$ cat config.mk
export PLATFORM = sky130hd
export DESIGN_NAME = axilite_s_r_uart
export DESIGN_NICKNAME = d
export VERILOG_FILES = /design/src/rtl/uart_sim_pkg.sv /design/src/rtl/uart_sim_rx_fifo.sv /design/src/rtl/axilite_s_r_uart.sv
export SDC_FILE = /design/constraint.sdc
export NUM_CORES = 1
export LEC_CHECK = 0
export CORE_MARGIN = 2
export CORE_UTILIZATION = 53
export DETAILED_ROUTE_END_ITERATION = 8
export PLACE_DENSITY_LB_ADDON = 0.12
export SETUP_SLACK_MARGIN = 0.2
export SLEW_MARGIN = 20
export SYNTH_ARGS = -nofsm -noshare
export SYNTH_HDL_FRONTEND = slang
export SYNTH_SLANG_ARGS = --single-unit
$ cat constraint.sdc
create_clock -name i_clk -period 3.8 [get_ports i_clk]
set_input_delay 0.76 -clock i_clk [delete_from_list [all_inputs] [get_ports i_clk]]
set_output_delay 0.76 -clock i_clk [all_outputs]
set_load 0.05 [all_outputs]
$ cat src/rtl/uart_sim_pkg.sv
// rtl/uart_sim_pkg.sv - shared definitions for the simulated UART-lite AXI slaves
// Purpose: register offsets, AXI response codes, STAT bit positions and the
//          read-side FSM state type, shared by the read and write slaves.
// Ports:   none (package).
package uart_sim_pkg;

  localparam logic [3:0] REG_RX_FIFO = 4'h0;
  localparam logic [3:0] REG_TX_FIFO = 4'h4;
  localparam logic [3:0] REG_STAT    = 4'h8;
  localparam logic [3:0] REG_CTRL    = 4'hC;

  localparam logic [1:0] AXI_RESP_OKAY   = 2'b00;
  localparam logic [1:0] AXI_RESP_SLVERR = 2'b10;

  localparam int STAT_RX_VALID = 0;
  localparam int STAT_RX_FULL  = 1;
  localparam int STAT_TX_EMPTY = 2;
  localparam int STAT_TX_FULL  = 3;
  localparam int STAT_INTR_EN  = 4;
  localparam int STAT_OVERRUN  = 5;

  typedef enum logic [0:0] {
    RD_IDLE,
    RD_RESP
  } rd_state_e;

endpackage

$ cat src/rtl/uart_sim_rx_fifo.sv
// rtl/uart_sim_rx_fifo.sv - synchronous byte FIFO with flush for the UART RX path
// Purpose: DEPTH-entry 8-bit FIFO, first-word-fall-through head output.
// Ports:   i_clk/i_rst    clock, synchronous active-high reset
//          i_clr          flush (overrides push/pop)
//          i_push/i_data  write request and byte (ignored when full)
//          i_pop          read request (ignored when empty)
//          o_head         byte at the head of the queue
//          o_full/o_empty/o_level  occupancy flags and count 0..DEPTH
module uart_sim_rx_fifo #(
  parameter int DEPTH = 16,
  localparam int AW = $clog2(DEPTH)
) (
  input  logic        i_clk,
  input  logic        i_rst,
  input  logic        i_clr,
  input  logic        i_push,
  input  logic [7:0]  i_data,
  input  logic        i_pop,
  output logic [7:0]  o_head,
  output logic        o_full,
  output logic        o_empty,
  output logic [AW:0] o_level
);

  localparam logic [AW:0] LVL_FULL = (AW+1)'(DEPTH);

  logic [7:0]    mem_q [DEPTH];
  logic [7:0]    mem_d [DEPTH];
  logic [AW-1:0] wr_q, wr_d, rd_q, rd_d;
  logic [AW:0]   lvl_q, lvl_d;
  logic          do_push, do_pop;

  assign o_full  = (lvl_q == LVL_FULL);
  assign o_empty = (lvl_q == '0);
  assign o_head  = mem_q[rd_q];
  assign o_level = lvl_q;

  always_comb begin
    mem_d   = mem_q;
    wr_d    = wr_q;
    rd_d    = rd_q;
    lvl_d   = lvl_q;
    do_push = i_push && !o_full;
    do_pop  = i_pop && !o_empty;
    if (i_clr) begin
      wr_d  = '0;
      rd_d  = '0;
      lvl_d = '0;
    end else begin
      if (do_push) begin
        mem_d[wr_q] = i_data;
        wr_d        = wr_q + AW'(1);
      end
      if (do_pop) begin
        rd_d = rd_q + AW'(1);
      end
      case ({do_push, do_pop})
        2'b10:   lvl_d = lvl_q + (AW+1)'(1);
        2'b01:   lvl_d = lvl_q - (AW+1)'(1);
        default: lvl_d = lvl_q;
      endcase
    end
  end

  always_ff @(posedge i_clk) begin
    if (i_rst) begin
      wr_q  <= '0;
      rd_q  <= '0;
      lvl_q <= '0;
    end else begin
      wr_q  <= wr_d;
      rd_q  <= rd_d;
      lvl_q <= lvl_d;
    end
    // Storage needs no reset: the level/pointers define what is valid.
    mem_q <= mem_d;
  end

endmodule

$ cat src/rtl/axilite_s_r_uart.sv
// rtl/axilite_s_r_uart.sv - AXI4-Lite read slave for the simulated UART-lite
// Purpose: buffers upstream RX bytes, serves RX_FIFO/STAT_REG reads and
//          exports live status to the write-side slave.
// Ports:   i_clk/i_rst              clock, synchronous active-high reset
//          i_s_ar*/o_s_ar*          AXI read-address channel
//          o_s_r*/i_s_rready        AXI read-data channel (registered)
//          i_rx_data/valid, o_rx_ready  upstream byte stream
//          i_rx_clr, i_intr_en      flush pulse and interrupt enable from write slave
//          o_stat, o_rx_level       live status word and FIFO occupancy
module axilite_s_r_uart
  import uart_sim_pkg::*;
#(
  parameter int ADRW  = 32,
  parameter int DATW  = 32,
  parameter int DEPTH = 16
) (
  input  logic                     i_clk,
  input  logic                     i_rst,
  input  logic [ADRW-1:0]          i_s_araddr,
  input  logic                     i_s_arvalid,
  output logic                     o_s_arready,
  output logic [DATW-1:0]          o_s_rdata,
  output logic [1:0]               o_s_rresp,
  output logic                     o_s_rvalid,
  input  logic                     i_s_rready,
  input  logic [7:0]               i_rx_data,
  input  logic                     i_rx_valid,
  output logic                     o_rx_ready,
  input  logic                     i_rx_clr,
  input  logic                     i_intr_en,
  output logic [DATW-1:0]          o_stat,
  output logic [$clog2(DEPTH):0]   o_rx_level
);

  rd_state_e       state_q, state_d;
  logic            arready_q, arready_d;
  logic            rvalid_q, rvalid_d;
  logic [DATW-1:0] rdata_q, rdata_d;
  logic [1:0]      rresp_q, rresp_d;
  logic            overrun_q, overrun_d;

  logic       fifo_pop, fifo_full, fifo_empty, stat_rd, ovr_evt;
  logic [7:0] fifo_head;
  logic       unused_addr;

  assign unused_addr = ^i_s_araddr[ADRW-1:4];

  uart_sim_rx_fifo #(.DEPTH(DEPTH)) u_rx_fifo (
    .i_clk   (i_clk),
    .i_rst   (i_rst),
    .i_clr   (i_rx_clr),
    .i_push  (i_rx_valid),
    .i_data  (i_rx_data),
    .i_pop   (fifo_pop),
    .o_head  (fifo_head),
    .o_full  (fifo_full),
    .o_empty (fifo_empty),
    .o_level (o_rx_level)
  );

  assign o_rx_ready = !fifo_full;
  // A byte offered while full is dropped; that is the overrun event.
  assign ovr_evt    = i_rx_valid && fifo_full;

  always_comb begin
    o_stat                = '0;
    o_stat[STAT_RX_VALID] = !fifo_empty;
    o_stat[STAT_RX_FULL]  = fifo_full;
    o_stat[STAT_TX_EMPTY] = 1'b1;
    o_stat[STAT_TX_FULL]  = 1'b0;
    o_stat[STAT_INTR_EN]  = i_intr_en;
    o_stat[STAT_OVERRUN]  = overrun_q;
  end

  always_comb begin
    state_d   = state_q;
    arready_d = arready_q;
    rvalid_d  = rvalid_q;
    rdata_d   = rdata_q;
    rresp_d   = rresp_q;
    fifo_pop  = 1'b0;
    stat_rd   = 1'b0;
    case (state_q)
      RD_IDLE: begin
        arready_d = 1'b1;
        if (i_s_arvalid && arready_q) begin
          arready_d = 1'b0;
          rvalid_d  = 1'b1;
          state_d   = RD_RESP;
          rdata_d   = '0;
          rresp_d   = AXI_RESP_OKAY;
          case (i_s_araddr[3:0])
            REG_RX_FIFO: begin
              if (!fifo_empty) begin
                rdata_d[7:0] = fifo_head;
                fifo_pop     = 1'b1;
              end
            end
            REG_STAT: begin
              rdata_d = o_stat;
              stat_rd = 1'b1;
            end
            REG_TX_FIFO, REG_CTRL: rdata_d = '0;
            default: rresp_d = AXI_RESP_SLVERR;
          endcase
        end
      end
      RD_RESP: begin
        if (i_s_rready) begin
          rvalid_d  = 1'b0;
          arready_d = 1'b1;
          state_d   = RD_IDLE;
        end
      end
      default: state_d = RD_IDLE;
    endcase
  end

  // Flush beats everything; otherwise a same-cycle overrun survives a STAT read.
  always_comb begin
    overrun_d = overrun_q;
    if (stat_rd) overrun_d = 1'b0;
    if (ovr_evt) overrun_d = 1'b1;
    if (i_rx_clr) overrun_d = 1'b0;
  end

  always_ff @(posedge i_clk) begin
    if (i_rst) begin
      state_q   <= RD_IDLE;
      arready_q <= 1'b0;
      rvalid_q  <= 1'b0;
      rdata_q   <= '0;
      rresp_q   <= AXI_RESP_OKAY;
      overrun_q <= 1'b0;
    end else begin
      state_q   <= state_d;
      arready_q <= arready_d;
      rvalid_q  <= rvalid_d;
      rdata_q   <= rdata_d;
      rresp_q   <= rresp_d;
      overrun_q <= overrun_d;
    end
  end

  assign o_s_arready = arready_q;
  assign o_s_rvalid  = rvalid_q;
  assign o_s_rdata   = rdata_q;
  assign o_s_rresp   = rresp_q;

endmodule

==> impl_metrics.tcl <==
set metrics [dict create \
    grt_max_degree 21 \
    reg2reg_setup_slack_ns 0.74 \
    path_clk_slew_ns 0.06 \
    antenna_found_initial 0 \
    detail-route-antenna-nets 0 \
    clk_latency_ns 0.42 \
    endpoint "o_stat[1]" \
    power.leakage_uw 0.00266 \
    p_sw_uw 852 \
    pwr-share-clk_pct 45.0 \
    cts_max_path_buffers 2 \
    synth.top_cell.area_share_pct 57.0 \
    coreArea_um2 12500 \
    io_pins 121 \
    clockRootBuffer "clkbuf_16" \
    rsz0062_at_grt "no" \
    yosys-top-cells-area "edfxtp_1 (57%), mux4_2 (9.4%), dfxtp_1 (7.7%)" \
    power.total_uw 3770 \
    drt-total-wl_um 12300 \
    swShare_pct 22.6 \
    fillCellCount 963 \
    synth_flop_cell "edfxtp_1" \
    drive_gt1_share_pct 19.0 \
    powerDensity_nw_per_um2 485 \
    drc_errors 0 \
    multi_input_area_um2 2010 \
    cp-startpoint "u_rx_fifo.o_level[0]" \
    crit_arrival_ns 2.46 \
    synth-seq-cells 154 \
    synth_common_cells "edfxtp_1 (128), buf_4 (57), nor2_1 (30)" \
    fin_skew_ns 0.00699 \
    die-area_um2 13600 \
    period_needed_ns 3.22 \
    tightest_slew_ns 0.996 \
    ys_types 49 \
    fin_crit_sh_pct 84.6 \
    postSynth.asyncResetShare_pct 0 \
    yosysWarnings 0 \
    grt_pass1_wl_um 18800 \
    path_max_fanout 7 \
    vias 3566 \
    post-synth-top-count-cell "edfxtp_1" \
    cts_buffers 17 \
    track_usage_pct 19.4 \
    end_kind "output port" \
    wire_per_inst_um 18.3 \
    pwr-share-seq_pct 48.9 \
    initial_utilization_pct 53.8 \
    numPortBuffers 39 \
    drtPass1Iterations 4 \
    setup_viol 0 \
    drv_cap 0 \
    vdd_ir_drop_max_v 0.000403 \
    seqCellArea_um2 4370 \
    status "complete, no violations" \
    clkSinkCount 154 \
    post-cts-setup-buffers 0 \
    report.final.slew_viol_count 0 \
    fmax_mhz 311 \
    reg2reg_depth 10 \
    overflow 0 \
    hpwl_um 8250 \
    avgSynthCellArea_um2 15.7 \
    grt_pass1_vias 3326 \
    timing.hold.worst.class "reg2reg" \
    hold_viol 0 \
    fin_setup_tns_ns 0 \
    area_growth_syn_to_layout_pct 15.5 \
    r2r-end "u_rx_fifo.o_level[4]" \
    drt_iter0_drc 287 \
    critPathLaunchType "flip-flop" \
    htreeDepth 4 \
    combPwrFrac_pct 6.1 \
    ctsHoldBuffers 0 \
    synthesis.area_um2 6740 \
    r2r-start "u_rx_fifo.o_level[0]" \
    synth_edf_count 128 \
    ys_seq_area_share_pct 64.7 \
    die_w_um 117 \
    ctsResizeCount 0 \
    die_y_um 117 \
    hold_depth 1 \
    vias_per_cell 5.31 \
    cts_tree "built" \
    fin_nets 542 \
    worst-setup-path-type "reg2out" \
    rows 41 \
    syn_inst 430 \
    slew_headroom_pct 33.5 \
    crit_required_ns 3.04 \
    routabilityCongestion 0.722 \
    diodes 0 \
    internal_power_uw 2920 \
    yosys.area.top_type "edfxtp_1" \
]
[state kept, by name (all words and copies together) (netlist names)]
register / count
o_s_arready: 1
o_s_rdata: 8
o_s_rvalid: 1
o_s_rresp: 1
overrun_q: 1
state_q: 1
u_rx_fifo.o_level: 5
u_rx_fifo.wr_q: 4
u_rx_fifo.mem_q: 128
u_rx_fifo.rd_q: 4
[logic make-up after synthesis]
family                     synth area share (%)
buffers and inverters                      8.32
DFF                                        64.7
xor gates and xnor gates                   1.04
AOI/OAI and AO/OA                          4.14
adders and majority gates                  1.49
muxes                                      13.8
other                                     0.111
and+or+nand+nor                            6.37
[critical path, cell delays in order, from the launching register on]
cell             delay, ns
dfxtp_1               0.39
nor4_2                0.50
nand2_1               0.16
inv_1                 0.16
clkdlybuf4s50_1       0.82
[routing by layer]
| layer | GRT usage, % | share of wire, % | up-vias |
|---|---|---|---|
| li1 | - | - | 1651 |
| met1 | 27.5 | 46 | 1795 |
| met2 | 30.4 | 48 | 104 |
| met3 | 3.66 | 4.2 | 16 |
| met4 | 7.69 | 1.6 | 0 |
| met5 | 0 | 0 | - |
[final cells by class]
class | instances | share of cell area (%)
Timing Repair Buffer | 63 | 7.33
Inverter | 8 | 0.386
Sequential cell | 154 | 56.1
Clock inverter | 13 | 2.14
Tap cell | 172 | 2.76
Multi-Input combinational cell | 243 | 25.8
Clock buffer | 19 | 5.56
[worst min path at each step]
stage,startpoint,slack (ns),to
floorplan,state_q,0.44,o_s_rvalid
global placement,state_q,0.46,o_s_rvalid
detailed placement,state_q,0.47,o_s_rvalid
CTS,state_q,0.49,o_s_rvalid
global route,state_q,0.51,o_s_rvalid
finish,state_q,0.49,o_s_rvalid
[placed cells by master, fill, tap and decap left out, types with 2 or more instances in the layout]
cell | synthesis | final
a211oi_1 | 3 | 3
a21oi_1 | 10 | 10
a22oi_1 | 4 | 4
buf_4 | 57 | 24
bufinv_16 | 0 | 3
clkbuf_1 | 8 | 2
clkbuf_16 | 0 | 17
clkdlybuf4s50_1 | 0 | 39
clkinv_2 | 0 | 3
clkinvlp_4 | 0 | 2
conb_1 | 2 | 53
dfxtp_1 | 26 | 25
edfxtp_1 | 128 | 128
ha_1 | 8 | 8
inv_1 | 8 | 8
inv_6 | 0 | 3
mux2_2 | 6 | 6
mux2i_1 | 10 | 10
mux4_1 | 5 | 5
mux4_2 | 28 | 28
nand2_1 | 22 | 22
nand2b_1 | 4 | 4
nand3_1 | 6 | 6
nand3b_1 | 3 | 3
nor2_1 | 30 | 30
nor2b_1 | 2 | 2
nor3_1 | 7 | 7
o211ai_1 | 4 | 4
o21ai_0 | 6 | 6
o221ai_1 | 3 | 3
or3_1 | 2 | 2
xnor2_1 | 2 | 2
xor2_1 | 6 | 6
[power groups by stage]
stage	Clock, uW	Sequential, uW	Combinational [uW]
finish	1700	1840	230
global route	1790	1840	246
CTS	1730	1840	229
detailed placement	0	1880	229
global placement	0	1880	227
floorplan	0	1890	200
[metrics by stage]
stage	worst slack (ns)	hold slack [ns]	cells	utilization [%]	area, um2
6_report	0.585	0.487	672	62.2	7790
5_1_grt	0.387	0.507	672	62.2	7790
4_1_cts	0.540	0.486	672	62.2	7790
3_5_place_dp	0.317	0.474	640	57.4	7190
3_3_place_gp	0.358	0.463	640	57.4	7190
2_1_floorplan	0.550	0.442	481	-	6930
Note: power is estimated with default switching activity, not from simulation.
